[src/rtl/bcd_acc_sequencer_if.sv]
// Command and ALU-side signal bundle for bcd_acc_sequencer.
// slave = the sequencer, master = front-end plus ALU.
interface bcd_acc_sequencer_if;
   logic        cmd_valid;
   logic        cmd_ready;
   logic [1:0]  cmd_op;
   logic [31:0] cmd_data;
   logic        cmd_sign;
   logic [31:0] acc;
   logic        acc_sign;
   logic        ovf;
   logic        done;
   logic        err;
   logic [31:0] alu_A;
   logic [31:0] alu_B;
   logic        alu_Sa;
   logic        alu_Sb;
   logic        alu_OP;
   logic [31:0] alu_S;
   logic        alu_ov;
   logic        alu_sign;

   modport slave (
      input  cmd_valid, cmd_op, cmd_data, cmd_sign, alu_S, alu_ov, alu_sign,
      output cmd_ready, acc, acc_sign, ovf, done, err,
             alu_A, alu_B, alu_Sa, alu_Sb, alu_OP
   );

   modport master (
      output cmd_valid, cmd_op, cmd_data, cmd_sign, alu_S, alu_ov, alu_sign,
      input  cmd_ready, acc, acc_sign, ovf, done, err,
             alu_A, alu_B, alu_Sa, alu_Sb, alu_OP
   );
endinterface

[src/rtl/bcd_acc_sequencer.sv]
// Command sequencer for an external 8-digit sign-magnitude BCD ALU with accumulator.
// Optional macro BCD_SAT_EN: saturate accumulator to 99999999 on ALU overflow instead of wrapping.
module bcd_acc_sequencer #(
   parameter int unsigned SETTLE_CYC = 2
) (
   input  logic               clk,
   input  logic               rst,
   bcd_acc_sequencer_if.slave bus
);

   typedef enum logic [1:0] {
      IDLE = 2'd0,
      EXEC = 2'd1,
      DONE = 2'd2
   } state_t;

   localparam logic [3:0] LAST_CNT = 4'(SETTLE_CYC - 1);

   // Every nibble must be a decimal digit.
   function automatic logic bcd_valid(input logic [31:0] v);
      logic ok;
      ok = 1'b1;
      for (int i = 0; i < 8; i++) begin
         if (v[4*i +: 4] > 4'd9) begin
            ok = 1'b0;
         end
      end
      return ok;
   endfunction

   state_t      state_r;
   logic [3:0]  cnt_r;
   logic [31:0] acc_r;
   logic        acc_sign_r;
   logic        ovf_r;
   logic        done_r;
   logic        err_r;
   logic        cmd_ready_r;
   logic [31:0] alu_a_r;
   logic [31:0] alu_b_r;
   logic        alu_sa_r;
   logic        alu_sb_r;
   logic        alu_op_r;

   logic        data_ok_s;
   logic [31:0] cap_acc_s;
   logic        cap_sign_s;

   // Result selection at capture time, with negative-zero normalisation.
   always_comb begin
      data_ok_s = bcd_valid(bus.cmd_data);
`ifdef BCD_SAT_EN
      if (bus.alu_ov) begin
         cap_acc_s = 32'h9999_9999;
      end else begin
         cap_acc_s = bus.alu_S;
      end
`else
      cap_acc_s = bus.alu_S;
`endif
      if (cap_acc_s == 32'h0000_0000) begin
         cap_sign_s = 1'b0;
      end else begin
         cap_sign_s = bus.alu_sign;
      end
   end

   // Control FSM with all outputs registered.
   always_ff @(posedge clk or posedge rst) begin
      if (rst) begin
         state_r     <= IDLE;
         cnt_r       <= 4'd0;
         acc_r       <= 32'h0000_0000;
         acc_sign_r  <= 1'b0;
         ovf_r       <= 1'b0;
         done_r      <= 1'b0;
         err_r       <= 1'b0;
         cmd_ready_r <= 1'b1;
         alu_a_r     <= 32'h0000_0000;
         alu_b_r     <= 32'h0000_0000;
         alu_sa_r    <= 1'b0;
         alu_sb_r    <= 1'b0;
         alu_op_r    <= 1'b0;
      end else begin
         case (state_r)
            IDLE: begin
               done_r <= 1'b0;
               err_r  <= 1'b0;
               if (bus.cmd_valid) begin
                  cmd_ready_r <= 1'b0;
                  if ((bus.cmd_op != 2'b00) && !data_ok_s) begin
                     state_r <= DONE;
                     done_r  <= 1'b1;
                     err_r   <= 1'b1;
                  end else begin
                     case (bus.cmd_op)
                        2'b00: begin
                           acc_r      <= 32'h0000_0000;
                           acc_sign_r <= 1'b0;
                           ovf_r      <= 1'b0;
                           state_r    <= DONE;
                           done_r     <= 1'b1;
                        end
                        2'b01: begin
                           acc_r      <= bus.cmd_data;
                           acc_sign_r <= bus.cmd_sign & (bus.cmd_data != 32'h0000_0000);
                           ovf_r      <= 1'b0;
                           state_r    <= DONE;
                           done_r     <= 1'b1;
                        end
                        default: begin
                           alu_a_r  <= acc_r;
                           alu_sa_r <= acc_sign_r;
                           alu_b_r  <= bus.cmd_data;
                           alu_sb_r <= bus.cmd_sign;
                           alu_op_r <= bus.cmd_op[0];
                           cnt_r    <= 4'd0;
                           state_r  <= EXEC;
                        end
                     endcase
                  end
               end else begin
                  cmd_ready_r <= 1'b1;
               end
            end
            EXEC: begin
               // ALU operands stay frozen here; capture once they have settled.
               if (cnt_r == LAST_CNT) begin
                  acc_r      <= cap_acc_s;
                  acc_sign_r <= cap_sign_s;
                  ovf_r      <= ovf_r | bus.alu_ov;
                  state_r    <= DONE;
                  done_r     <= 1'b1;
               end else begin
                  cnt_r <= cnt_r + 4'd1;
               end
            end
            DONE: begin
               done_r      <= 1'b0;
               err_r       <= 1'b0;
               cmd_ready_r <= 1'b1;
               state_r     <= IDLE;
            end
            default: begin
               done_r      <= 1'b0;
               err_r       <= 1'b0;
               cmd_ready_r <= 1'b1;
               state_r     <= IDLE;
            end
         endcase
      end
   end

   assign bus.cmd_ready = cmd_ready_r;
   assign bus.acc       = acc_r;
   assign bus.acc_sign  = acc_sign_r;
   assign bus.ovf       = ovf_r;
   assign bus.done      = done_r;
   assign bus.err       = err_r;
   assign bus.alu_A     = alu_a_r;
   assign bus.alu_B     = alu_b_r;
   assign bus.alu_Sa    = alu_sa_r;
   assign bus.alu_Sb    = alu_sb_r;
   assign bus.alu_OP    = alu_op_r;

endmodule

[src/flat_wrapper.sv]
// flat-port wrapper written by rule: the top's interface ports become plain ports
module bcd_acc_sequencer_flat 
#(
   parameter int unsigned SETTLE_CYC = 2
)
  (clk, rst, bus_cmd_valid, bus_cmd_op, bus_cmd_data, bus_cmd_sign, bus_alu_S, bus_alu_ov, bus_alu_sign, bus_cmd_ready, bus_acc, bus_acc_sign, bus_ovf, bus_done, bus_err, bus_alu_A, bus_alu_B, bus_alu_Sa, bus_alu_Sb, bus_alu_OP);
  bcd_acc_sequencer_if bus_i ();
  input  logic clk;
  input  logic rst;
  input wire logic [$bits(bus_i.cmd_valid)-1:0] bus_cmd_valid;
  input wire logic [$bits(bus_i.cmd_op)-1:0] bus_cmd_op;
  input wire logic [$bits(bus_i.cmd_data)-1:0] bus_cmd_data;
  input wire logic [$bits(bus_i.cmd_sign)-1:0] bus_cmd_sign;
  input wire logic [$bits(bus_i.alu_S)-1:0] bus_alu_S;
  input wire logic [$bits(bus_i.alu_ov)-1:0] bus_alu_ov;
  input wire logic [$bits(bus_i.alu_sign)-1:0] bus_alu_sign;
  output wire logic [$bits(bus_i.cmd_ready)-1:0] bus_cmd_ready;
  output wire logic [$bits(bus_i.acc)-1:0] bus_acc;
  output wire logic [$bits(bus_i.acc_sign)-1:0] bus_acc_sign;
  output wire logic [$bits(bus_i.ovf)-1:0] bus_ovf;
  output wire logic [$bits(bus_i.done)-1:0] bus_done;
  output wire logic [$bits(bus_i.err)-1:0] bus_err;
  output wire logic [$bits(bus_i.alu_A)-1:0] bus_alu_A;
  output wire logic [$bits(bus_i.alu_B)-1:0] bus_alu_B;
  output wire logic [$bits(bus_i.alu_Sa)-1:0] bus_alu_Sa;
  output wire logic [$bits(bus_i.alu_Sb)-1:0] bus_alu_Sb;
  output wire logic [$bits(bus_i.alu_OP)-1:0] bus_alu_OP;
  assign bus_i.cmd_valid = bus_cmd_valid;
  assign bus_i.cmd_op = bus_cmd_op;
  assign bus_i.cmd_data = bus_cmd_data;
  assign bus_i.cmd_sign = bus_cmd_sign;
  assign bus_i.alu_S = bus_alu_S;
  assign bus_i.alu_ov = bus_alu_ov;
  assign bus_i.alu_sign = bus_alu_sign;
  assign bus_cmd_ready = bus_i.cmd_ready;
  assign bus_acc = bus_i.acc;
  assign bus_acc_sign = bus_i.acc_sign;
  assign bus_ovf = bus_i.ovf;
  assign bus_done = bus_i.done;
  assign bus_err = bus_i.err;
  assign bus_alu_A = bus_i.alu_A;
  assign bus_alu_B = bus_i.alu_B;
  assign bus_alu_Sa = bus_i.alu_Sa;
  assign bus_alu_Sb = bus_i.alu_Sb;
  assign bus_alu_OP = bus_i.alu_OP;
  bcd_acc_sequencer #(.SETTLE_CYC(SETTLE_CYC)) u_core (.clk(clk), .rst(rst), .bus(bus_i));
endmodule
[config.mk]
export PLATFORM = sky130hd
export DESIGN_NAME = bcd_acc_sequencer_flat
export DESIGN_NICKNAME = d
export VERILOG_FILES = /design/src/rtl/bcd_acc_sequencer_if.sv /design/src/rtl/bcd_acc_sequencer.sv /design/src/flat_wrapper.sv
export SDC_FILE = /design/constraint.sdc
export NUM_CORES = 1
export LEC_CHECK = 0
export CORE_MARGIN = 3
export CORE_UTILIZATION = 41
export CTS_CLUSTER_SIZE = 20
export DETAILED_ROUTE_END_ITERATION = 8
export PLACE_DENSITY = 0.76
export SYNTH_ARGS = -nofsm -noshare
export SYNTH_HDL_FRONTEND = slang
export SYNTH_SLANG_ARGS = --single-unit
export TNS_END_PERCENT = 1
[constraint.sdc]
create_clock -name clk -period 3.3 [get_ports clk]
set_input_delay 0.66 -clock clk [delete_from_list [all_inputs] [get_ports clk]]
set_output_delay 0.66 -clock clk [all_outputs]
set_load 0.05 [all_outputs]
# Yosys cells after proc, flatten, opt, wreduce, memory -nomap -nowiden
# Cells that the tools add are included.
[op_classes] n_addsub=1 n_bitwise=4 n_shift=0 multipliers=0 mux=44 reduce_logical=14 n_eq_ne=10 magnitude_cmp=8 div_mod_pow=0
[ops] op="$pmux 32 s2" n=2
[ops] op="$mux 32" n=3
[ops] op="$gt 4x4->1 const B" n=8
[ops] op="$logic_not 32->1" n=1
[ops] op="$reduce_bool 32->1" n=1
[ops] op="$mux 1" n=23
[ops] op="$mux 4" n=4
[ops] op="$reduce_and 5->1" n=3
[ops] op="$pmux 1 s2" n=6
[ops] op="$ne 2x2->1 const B" n=5
[ops] op="$mux 2" n=4
[ops] op="$pmux 4 s2" n=1
[ops] op="$add 4x1->4 const B" n=1
[ops] op="$eq 2x1->1 const B" n=2
[ops] op="$eq 4x1->1 const B" n=1
[ops] op="$logic_not 2->1" n=2
[ops] op="$pmux 2 s2" n=1
[ops] op="$reduce_and 4->1" n=1
[ops] op="$reduce_bool 2->1" n=2
[ops] op="$ne 3x3->1 const B" n=1
[ops] op="$ne 2x1->1 const B" n=1
[ops] op="$not 1->1" n=2
[ops] op="$reduce_and 2->1" n=1
[ops] op="$reduce_or 2->1" n=1
[ops] op="4 further kinds" n=4
[totals] latchBits=0 ramBits=0 output_inout_bits=104 romBits=0 n_memories=0 elab_cells=94 input_bits=72 reg_bits=110

# Longest topological paths before layout
# Gate-level depths: netlist of the first run.
[logic_depth] word_depth=14 mapped_depth=7 mapped_depth_nobuf=6

# Worst setup path after synthesis of the first run
# No wires, ideal clock.
[synth_path] kind="input-to-reg" start="input bus_cmd_data[18]" end="register u_core.alu_a_r[10] (netlist: u_core.bus.alu_A[10])" setup_slack_ps=1092 path_buffers=2 t_arrival_ps=2083 setup_ps=125 path_stages=6 required_time_ps=3175 cell_sequence="o21ai_0 -> nand4_1 -> or4_1 -> buf_6 -> buf_12 -> mux2_4"
[synth_between] elab_chain_len=9
[synth_lines] element="start, declared" line="flat_wrapper.sv:12" rtl="input wire logic [$bits(bus_i.cmd_data)-1:0] bus_cmd_data;"
[synth_lines] element="$gt 4x4->1" line="bcd_acc_sequencer.sv:24" rtl="if (v[4*i +: 4] > 4'd9) begin"
[synth_lines] element="$mux 1 (4 in a row)" line="bcd_acc_sequencer.sv:24"
[synth_lines] element="$logic_not 1->1" line="bcd_acc_sequencer.sv:91" rtl="if ((bus.cmd_op != 2'b00) && !data_ok_s) begin"
[synth_lines] element="$logic_and 1x1->1" line="bcd_acc_sequencer.sv:91"
[synth_lines] element="$not 1->1 (no source line)"
[synth_lines] element="$reduce_and 4->1 (no source line)"
[synth_lines] element="end signal, assigned" line="bcd_acc_sequencer.sv:112" rtl="alu_a_r <= acc_r;"
[synth_lines] element="end, declared" line="bcd_acc_sequencer.sv:39" rtl="logic [31:0] alu_a_r;"
# No other way between the ends.
# A chain may end at the register's enable or synchronous reset.

# Final worst setup path of the first run
[layout_path] start="input bus_cmd_data[17]" end="register u_core.alu_sa_r (netlist: u_core.bus.alu_Sa)"
[layout_between] elab_chain_len=9
[layout_lines] element="$gt 4x4->1" line="bcd_acc_sequencer.sv:24"
[layout_lines] element="$mux 1 (4 in a row)" line="bcd_acc_sequencer.sv:24"
[layout_lines] element="$logic_not 1->1" line="bcd_acc_sequencer.sv:91"
[layout_lines] element="$logic_and 1x1->1" line="bcd_acc_sequencer.sv:91"
[layout_lines] element="$not 1->1 (no source line)"
[layout_lines] element="$reduce_and 4->1 (no source line)"
[layout_lines] element="end signal, assigned" line="bcd_acc_sequencer.sv:113" rtl="alu_sa_r <= acc_sign_r;"
[layout_lines] element="end, declared" line="bcd_acc_sequencer.sv:41" rtl="logic alu_sa_r;"
# No other way between the ends.

==> results of run 1 <==
==> kinds of logic after synthesis <==
kind of cell	synth area share, %
compound gates	9.08
mux	27.5
simple gates	5.06
buf+inv	3.90
fa+ha+maj	0.491
flops	54.0
==> worst reg2reg max path, cell delays in order, from the launching register on <==
cell and delay, ns:
dfrtp_1 0.43, inv_1 0.08, ha_1 0.16, nand3_1 0.09, a21oi_1 0.41, o221ai_4 0.20, buf_12 0.22, mux2_2 0.32
==> where the power goes <==
group | switching, mW | internal, mW
sequential | 0.100 | 1.48
combinational | 0.644 | 0.440
clock | 0.478 | 0.530
total | 1.22 | 2.45
==> cell type report <==
cell class	count	area share, %
inverters	2	0.153
well taps	168	2.86
clock inverters	3	0.289
repair buffers	191	26.3
multi-input cells	208	29.6
clock buffers	12	3.35
flip-flops and latches	110	37.5
==> flip-flops by register name (all words and copies together) (netlist names) <==
signal	count
u_core.bus.ovf	1
u_core.bus.acc_sign	1
u_core.state_r	2
u_core.bus.alu_B	32
u_core.bus.alu_Sb	1
u_core.cnt_r	4
u_core.bus.err	1
u_core.bus.alu_Sa	1
u_core.bus.alu_A	32
u_core.bus.cmd_ready	1
u_core.bus.alu_OP	1
u_core.bus.acc	32
u_core.bus.done	1
==> metal layers <==
metal	GRT usage (%)	wire [µm]	up-vias
met4	7.18	278	0
met2	33.7	6720	132
li1	-	-	1645
met3	5.62	891	18
met1	28.2	6430	1822
met5	0	0	-
==> worst min path at each step <==
stage,start,depth (start not counted),endpoint,slack [ns]
global route,u_core.bus.alu_A[28]$_DFFE_PP0P_,1,u_core.bus.alu_A[28]$_DFFE_PP0P_,0.53
finish,u_core.bus.alu_A[28]$_DFFE_PP0P_,1,u_core.bus.alu_A[28]$_DFFE_PP0P_,0.51
floorplan,u_core.state_r[1]$_DFFE_PP0P_,1,u_core.bus.err$_DFFE_PP0N_,0.50
detailed placement,u_core.bus.alu_B[7]$_DFFE_PP0P_,1,u_core.bus.alu_B[7]$_DFFE_PP0P_,0.49
CTS,u_core.bus.alu_A[28]$_DFFE_PP0P_,1,u_core.bus.alu_A[28]$_DFFE_PP0P_,0.51
global placement,u_core.bus.alu_A[11]$_DFFE_PP0P_,1,u_core.bus.alu_A[11]$_DFFE_PP0P_,0.50
==> synthesized netlist by cell type (all sizes together) (2+ instances only) <==
| cell | number |
|---|---|
| dfrtp | 109 |
| mux2 | 102 |
| a22o | 32 |
| nor4 | 16 |
| buf | 11 |
| o21ai | 9 |
| clkbuf | 8 |
| nand2b | 6 |
| nand4 | 6 |
| nor2 | 6 |
| nand2 | 5 |
| a21o | 4 |
| nand3 | 3 |
| a21oi | 2 |
| a32o | 2 |
| ha | 2 |
| inv | 2 |
==> metrics by stage <==
stage          setup slack, ns  hold WS (ns)
2_1_floorplan             1.09         0.496
3_3_place_gp             0.271         0.496
3_5_place_dp             0.255         0.490
4_1_cts                  0.623         0.510
5_1_grt                  0.583         0.526
6_report                 0.646         0.512
==> results.toml, run 1 <==
[critical_path]
path_class = "in -> reg"
worst-path-max-fanout = 25
cp_slowest_stage_delay_ns = 0.65
reg2reg_setup_slack_ns = 1.28
timing.rr.end = "u_core.bus.acc[30]$_DFFE_PP0P_"
cp_data_arrival_time_ns = 2.89
crit_path_start = "bus_cmd_data[17]"
startpoint_type = "input port"
rr_worst_depth = 7
worstReg2RegStart = "u_core.cnt_r[1]$_DFFE_PP0P_"
path_buf_inv = 3
path_delay_family = "buffers and inverters"
cp_slowest_cell = "or4_4"
required_ns = 3.53
end_kind = "flip-flop"
crit_chain = "clkdlybuf4s50_1 -> o21ai_0 -> buf_4 -> nand4_1 -> or4_4 -> buf_12 -> mux2_4"
crit_end = "u_core.bus.alu_Sa$_DFFE_PP0P_"
cp_num_cells = 7

[route]
viasPerCell = 5.21
wirelength_um = 14300
avgRoutedWirePerCell_um = 20.6
vias = 3617
drc = 0
drtIter0Drc = 219
ant_nets = 0
drt_first_pass_iters = 4

[job]
maxCapViolCount = 0

[synth]
syn_area_mm2 = 0.00510
ys_types = 35
synth-edff-count = 0
synth.top_cells.by_area = "dfrtp_1 (53%), mux2_4 (20%), mux2_2 (7.7%)"
synth.largest_area_cell = "dfrtp_1"
synth_cells = 339
ys_seq_area_share_pct = 54.0
yosys.area.top_type_share_pct = 53.5
yosysWarnings = 0
synth-seq-cells = 110
ys.flop_type = "dfrtp_1"
synthArstFlopShare_pct = 100
synthesis.nets = 413
syn_area_per_cell_um2 = 15.0

[clock_network]
clockBufferDepth = 2
cts_buffers = 9
h-tree-depth = 3
clock-sinks = 110
root_buffer = "clkbuf_16"
cts_resized = 0
clock_latency_ns = 0.35
cts.clk_slew.worst_paths_ns = 0.06
postCtsSetupBuffers = 0
hold_buffers = 0
tritoncts = "built"

[die]
die_x_um = 118
placement_rows = 40
core_area_mm2 = 0.0121
io_pins = 176
die_h_um = 118
initial_core_util_pct = 42.3
dieArea_mm2 = 0.0138

[cells_and_area]
fin_area_mm2 = 0.00735
final_cell_mix = "clkdlybuf4s50_1 (175), dfrtp_1 (109), mux2_4 (67)"
drive_gt1_share_pct = 26.0
regArea_mm2 = 0.00275
fin_util_pct = 60.9
num-fill-cells = 963
nets = 596
stdcell_count = 694
final_common_cell = "clkdlybuf4s50_1"
num_antenna_cells = 0
multi_input_area_mm2 = 0.00217
area_delta_synth_final_pct = 44.2

[timing]
fin_tns_setup_ns = 0
max-slew-margin-rel_pct = 64.1
rsz0062_at_grt = "false"
drv_slew = 0
period_share_pct = 80.4
fin_skew_ns = 0.0106
fmax_mhz = 377
period_minus_slack_ns = 2.65
tightest_slew_ns = 0.536
finalSetupViolations = 0
hold_violations = 0

[power_and_ir_drop]
powerDensity_mw_per_mm2 = 499
power.leakage_nw = 3.47
ir_drop_v = 0.000289
finalPower_mw = 3.67

[grt]
grt_pass1_vias = 3957
antenna_found_initial = 0
grt_start_max_net_pins = 48
track_usage_pct = 21.1
grt_pass1_wl_um = 22900
gr-total-overflow = 0

[worst_hold_path]
hold_path_class = "reg -> reg"

[place]
dp_cells = 679
routabilityCongestion = 0.780
port_buffers = 175
place.detailed.hpwl_um = 10500
post_dp_cell_area_mm2 = 0.00708

[outcome]
outcome = "finished, final reports clean"
No activity file was read; power rests on OpenSTA's default activity.
==> run 2, diff against run 1 <==
- CORE_UTILIZATION: 41 -> 42
- PLACE_DENSITY: 0.76 -> 0.75
- clock period: 3.3 -> 2.5 ns (I/O delays scaled with it)
==> results.toml, run 2 (synthesized netlist as in run 1, its figures left out) <==
[die]
initial_core_util_pct = 43.7
core_area_mm2 = 0.0117
io_pins = 176
die_x_um = 116
die_h_um = 116
dieArea_mm2 = 0.0135
placement_rows = 39

[critical_path]
path_class = "in -> reg"
cp_slowest_cell = "or4_4"
crit_chain = "clkdlybuf4s50_1 -> o21ai_1 -> buf_4 -> nand4_1 -> or4_4 -> buf_12 -> mux2_4"
startpoint_type = "input port"
cp_data_arrival_time_ns = 2.67
cp_slowest_stage_delay_ns = 0.65
worst-path-max-fanout = 20
end_kind = "flip-flop"
required_ns = 2.72
reg2reg_setup_slack_ns = 0.51

[cells_and_area]
final_cell_mix = "clkdlybuf4s50_1 (175), dfrtp_1 (109), mux2_4 (67)"
stdcell_count = 706
nets = 632
num_antenna_cells = 0
final_common_cell = "clkdlybuf4s50_1"
fin_area_mm2 = 0.00767
drive_gt1_share_pct = 30.9
area_delta_synth_final_pct = 50.5

[clock_network]
clock_latency_ns = 0.34
hold_buffers = 0
tritoncts = "built"
clockBufferDepth = 2
cts_buffers = 9
cts.clk_slew.worst_paths_ns = 0.07
h-tree-depth = 3
root_buffer = "clkbuf_16"
clock-sinks = 110
postCtsSetupBuffers = 0

[grt]
grt_pass1_vias = 4061
antenna_found_initial = 0
track_usage_pct = 22.3
grt_start_max_net_pins = 38
gr-total-overflow = 0
grt_pass1_wl_um = 23000

[timing]
fmax_mhz = 408
tightest_slew_ns = 0.553
max-slew-margin-rel_pct = 63.0
finalSetupViolations = 0
period_minus_slack_ns = 2.45
period_share_pct = 97.9
rsz0062_at_grt = "false"
drv_slew = 0
fin_skew_ns = 0.00620
hold_violations = 0

[job]
maxCapViolCount = 0

[route]
avgRoutedWirePerCell_um = 21.0
wirelength_um = 14800
vias = 3769
viasPerCell = 5.34
drtIter0Drc = 239
ant_nets = 0
drc = 0
drt_first_pass_iters = 4

[place]
port_buffers = 175
place.detailed.hpwl_um = 11400
routabilityCongestion = 0.830
post_dp_cell_area_mm2 = 0.00738
dp_cells = 690

[power_and_ir_drop]
power.leakage_nw = 3.68
switching_share_pct = 32.7
p_sw_mw = 1.63
p_int_mw = 3.35
ir_drop_v = 0.000303
combPwrFrac_pct = 29.9
p_seq_share_pct = 41.8
powerDensity_mw_per_mm2 = 648
p_clk_share_pct = 28.2

[worst_hold_path]
hold_path_class = "reg -> reg"

[outcome]
outcome = "finished, final reports clean"
[run 2: changes by cell type in the layout (fill, tap and decap cells not counted), sizes merged]
| cell | before | now |
|---|---|---|
| buf | 16 | 52 |
| bufinv | 0 | 1 |
[run 2: timing repair]
| action | in CTS | in global routing |
|---|---|---|
| setup endpoints to repair | 59 | 56 |
| pin swaps | 0 | 0 |
| gates resized for setup | 2 | 3 |
| gates cloned | 0 | 0 |
[run 2: layout make-up]
cell class / count / area [µm²]
tap: 143 / 179
fill: 874 / 3990
clock buffer: 12 / 236
clock inverter: 4 / 47.5
multi-input combinational: 208 / 2180
sequential: 110 / 2750
timing repair buffer: 227 / 2270
inverter: 2 / 11.3
[run 2: per-stage QoR]
stage | util [%] | setup TNS (ns) | hold slack, ns | power (mW) | setup WS (ns)
after floorplan | - | 0 | 0.496 | 2.94 | 0.452
after global placement | 63.3 | -31.81 | 0.491 | 3.57 | -0.366
after detailed placement | 63.3 | -33.05 | 0.491 | 3.60 | -0.389
after CTS | 65.8 | 0 | 0.515 | 5.00 | 0.000866
after global routing | 65.8 | 0 | 0.521 | 5.15 | 0.0441
final | 65.8 | 0 | 0.510 | 4.97 | 0.0517
[run 2: worst paths after layout]
kind                                                  startpoint                               end  depth (start not counted)
worst max register to register     u_core.state_r[1]$_DFFE_PP0P_  u_core.bus.alu_B[24]$_DFFE_PP0P_                          4
worst min register to register  u_core.bus.alu_A[30]$_DFFE_PP0P_  u_core.bus.alu_A[30]$_DFFE_PP0P_                          1
worst min-delay path            u_core.bus.alu_A[30]$_DFFE_PP0P_  u_core.bus.alu_A[30]$_DFFE_PP0P_                          1
worst max-delay path                            bus_cmd_data[26]  u_core.bus.alu_B[24]$_DFFE_PP0P_                          7
max in group asynchronous                                    rst  u_core.bus.cmd_ready$_DFFE_PP1N_                          3
min in group asynchronous                                    rst  u_core.bus.alu_A[29]$_DFFE_PP0P_                          2
[run 2: power groups by stage]
stage / Combinational (mW) / Sequential (mW) / Clock (mW)
2_1_floorplan: 0.286 / 2.66 / 0
3_3_place_gp: 1.47 / 2.10 / 0
3_5_place_dp: 1.49 / 2.11 / 0
4_1_cts: 1.50 / 2.08 / 1.42
5_1_grt: 1.55 / 2.10 / 1.50
6_report: 1.49 / 2.08 / 1.40
[run 2: per-layer routing]
layer,up-vias,GRT usage (%),wire length (µm)
met1,1903,30.8,6660
met3,13,3.89,827
met5,-,0,0
li1,1717,-,-
met4,0,7.19,220
met2,136,36.2,7130
[run 2: critical path, delay by kind of cell]
family,cells,cell delay [ns]
AOI/OAI and AO/OA,1,0.22
buffers and inverters,3,0.80
muxes,1,0.31
and+or+nand+nor,2,0.81
==> run 3, diff against run 2 <==
- CTS_BUF_LIST: default -> sky130_fd_sc_hd__clkbuf_2 sky130_fd_sc_hd__clkbuf_4 sky130_fd_sc_hd__clkbuf_8
- GPL_TIMING_DRIVEN: default -> 0
==> results.toml, run 3 (synthesized netlist as in run 1, its figures left out) <==
[outcome]
outcome = "finished, final reports clean"

[grt]
grt_start_max_net_pins = 34
grt_pass1_wl_um = 22900
grt_pass1_vias = 4032
antenna_found_initial = 0
track_usage_pct = 22.6
gr-total-overflow = 0

[cells_and_area]
final_cell_mix = "clkdlybuf4s50_1 (175), dfrtp_1 (109), mux2_4 (67)"
fin_util_pct = 62.6
nets = 602
num-fill-cells = 910
num_antenna_cells = 0
area_delta_synth_final_pct = 43.2
drive_gt1_share_pct = 25.9
final_common_cell = "clkdlybuf4s50_1"

[clock_network]
h-tree-depth = 3
clock-sinks = 110
clockBufferDepth = 2
cts_buffers = 9
root_buffer = "clkbuf_8"
tritoncts = "built"
cts.clk_slew.worst_paths_ns = 0.10
hold_buffers = 0
clock_latency_ns = 0.38

[worst_hold_path]
hold_path_class = "in -> async"

[timing]
max-slew-margin-rel_pct = 60.2
tightest_slew_ns = 0.598
finalSetupViolations = 0
period_share_pct = 98.2
fin_skew_ns = 0.00892
fmax_mhz = 407
drv_slew = 0
fin_tns_setup_ns = 0
period_minus_slack_ns = 2.46
rsz0062_at_grt = "false"
hold_violations = 0

[die]
die_h_um = 116
io_pins = 176
initial_core_util_pct = 43.7
core_area_mm2 = 0.0117
placement_rows = 39
die_x_um = 116
dieArea_mm2 = 0.0135

[critical_path]
startpoint_type = "input port"
cp_slowest_cell = "or4_1"
worst-path-max-fanout = 10
required_ns = 2.77
path_delay_family = "buffers and inverters"
crit_chain = "clkdlybuf4s50_1 -> o21ai_1 -> nand4_1 -> or4_1 -> buf_6 -> buf_12 -> mux2_4"
path_class = "in -> reg"
path_buf_inv = 3
cp_data_arrival_time_ns = 2.73
cp_slowest_stage_delay_ns = 0.58
end_kind = "flip-flop"

[power_and_ir_drop]
power.leakage_nw = 3.47
ir_drop_v = 0.000535
powerDensity_mw_per_mm2 = 626

[place]
routabilityCongestion = 0.803
port_buffers = 175
place.detailed.hpwl_um = 11100

[route]
vias = 3691
ant_nets = 0
drc = 0
drt_first_pass_iters = 4
avgRoutedWirePerCell_um = 21.5
viasPerCell = 5.46
wirelength_um = 14600
drtIter0Drc = 152

[job]
maxCapViolCount = 0
==> run 3: path summary, 6_finish.rpt <==
path	from	slack, ns	to	depth (start not counted)
worst max-delay path	bus_cmd_data[10]	0.04	u_core.bus.alu_A[15]$_DFFE_PP0P_	7
worst min-delay path	rst	0.47	u_core.bus.alu_A[28]$_DFFE_PP0P_	2
worst max register to register	u_core.state_r[1]$_DFFE_PP0P_	0.34	u_core.bus.acc[11]$_DFFE_PP0P_	6
worst min register to register	u_core.bus.alu_A[2]$_DFFE_PP0P_	0.51	u_core.bus.alu_A[2]$_DFFE_PP0P_	1
max in group asynchronous	rst	1.25	u_core.bus.cmd_ready$_DFFE_PP1N_	4
min in group clk	u_core.bus.alu_A[2]$_DFFE_PP0P_	0.51	u_core.bus.alu_A[2]$_DFFE_PP0P_	1
==> run 3: repair_timing <==
action | in CTS | in global routing
gates resized for setup | 3 | 5
endpoints found under the setup margin | 87 | 100
setup buffers | 0 | 0
==> run 3: per-stage QoR <==
step	setup slack (ns)	power (mW)	cells	cell area [µm²]	hold WS (ns)
2_1_floorplan	0.452	2.94	339	5100	0.496
3_3_place_gp	-0.549	3.50	657	7030	0.491
3_5_place_dp	-0.626	3.54	660	7090	0.492
4_1_cts	0.0285	4.60	676	7290	0.463
5_1_grt	0.000761	4.77	676	7300	0.482
6_report	0.0450	4.57	676	7300	0.468
==> run 3: layer usage <==
metal | vias up | wire [µm] | GRT usage, %
li1 | 1652 | - | -
met1 | 1885 | 6530 | 30.9
met2 | 138 | 6800 | 35.2
met3 | 16 | 959 | 5.08
met4 | 0 | 271 | 8.74
met5 | - | 0 | 0
==> run 3: cell type report <==
type / count / area [µm²] / area share (%)
Tap cell: 143 / 179 / 2.45
Sequential cell: 110 / 2750 / 37.7
Clock buffer: 13 / 173 / 2.36
Timing Repair Buffer: 178 / 1810 / 24.8
Inverter: 2 / 11.3 / 0.154
Multi-Input combinational cell: 208 / 2160 / 29.6
Buffer: 19 / 194 / 2.66
Clock inverter: 3 / 17.5 / 0.240
==> run 3: power breakdown <==
group | total (mW) | internal, mW | switching (mW) | leakage, nW
logic | 1.42 | 0.579 | 0.846 | 1.88
registers | 2.08 | 1.95 | 0.130 | 1.49
clock network | 1.07 | 0.454 | 0.617 | 0.0988
total | 4.57 | 2.98 | 1.59 | 3.47
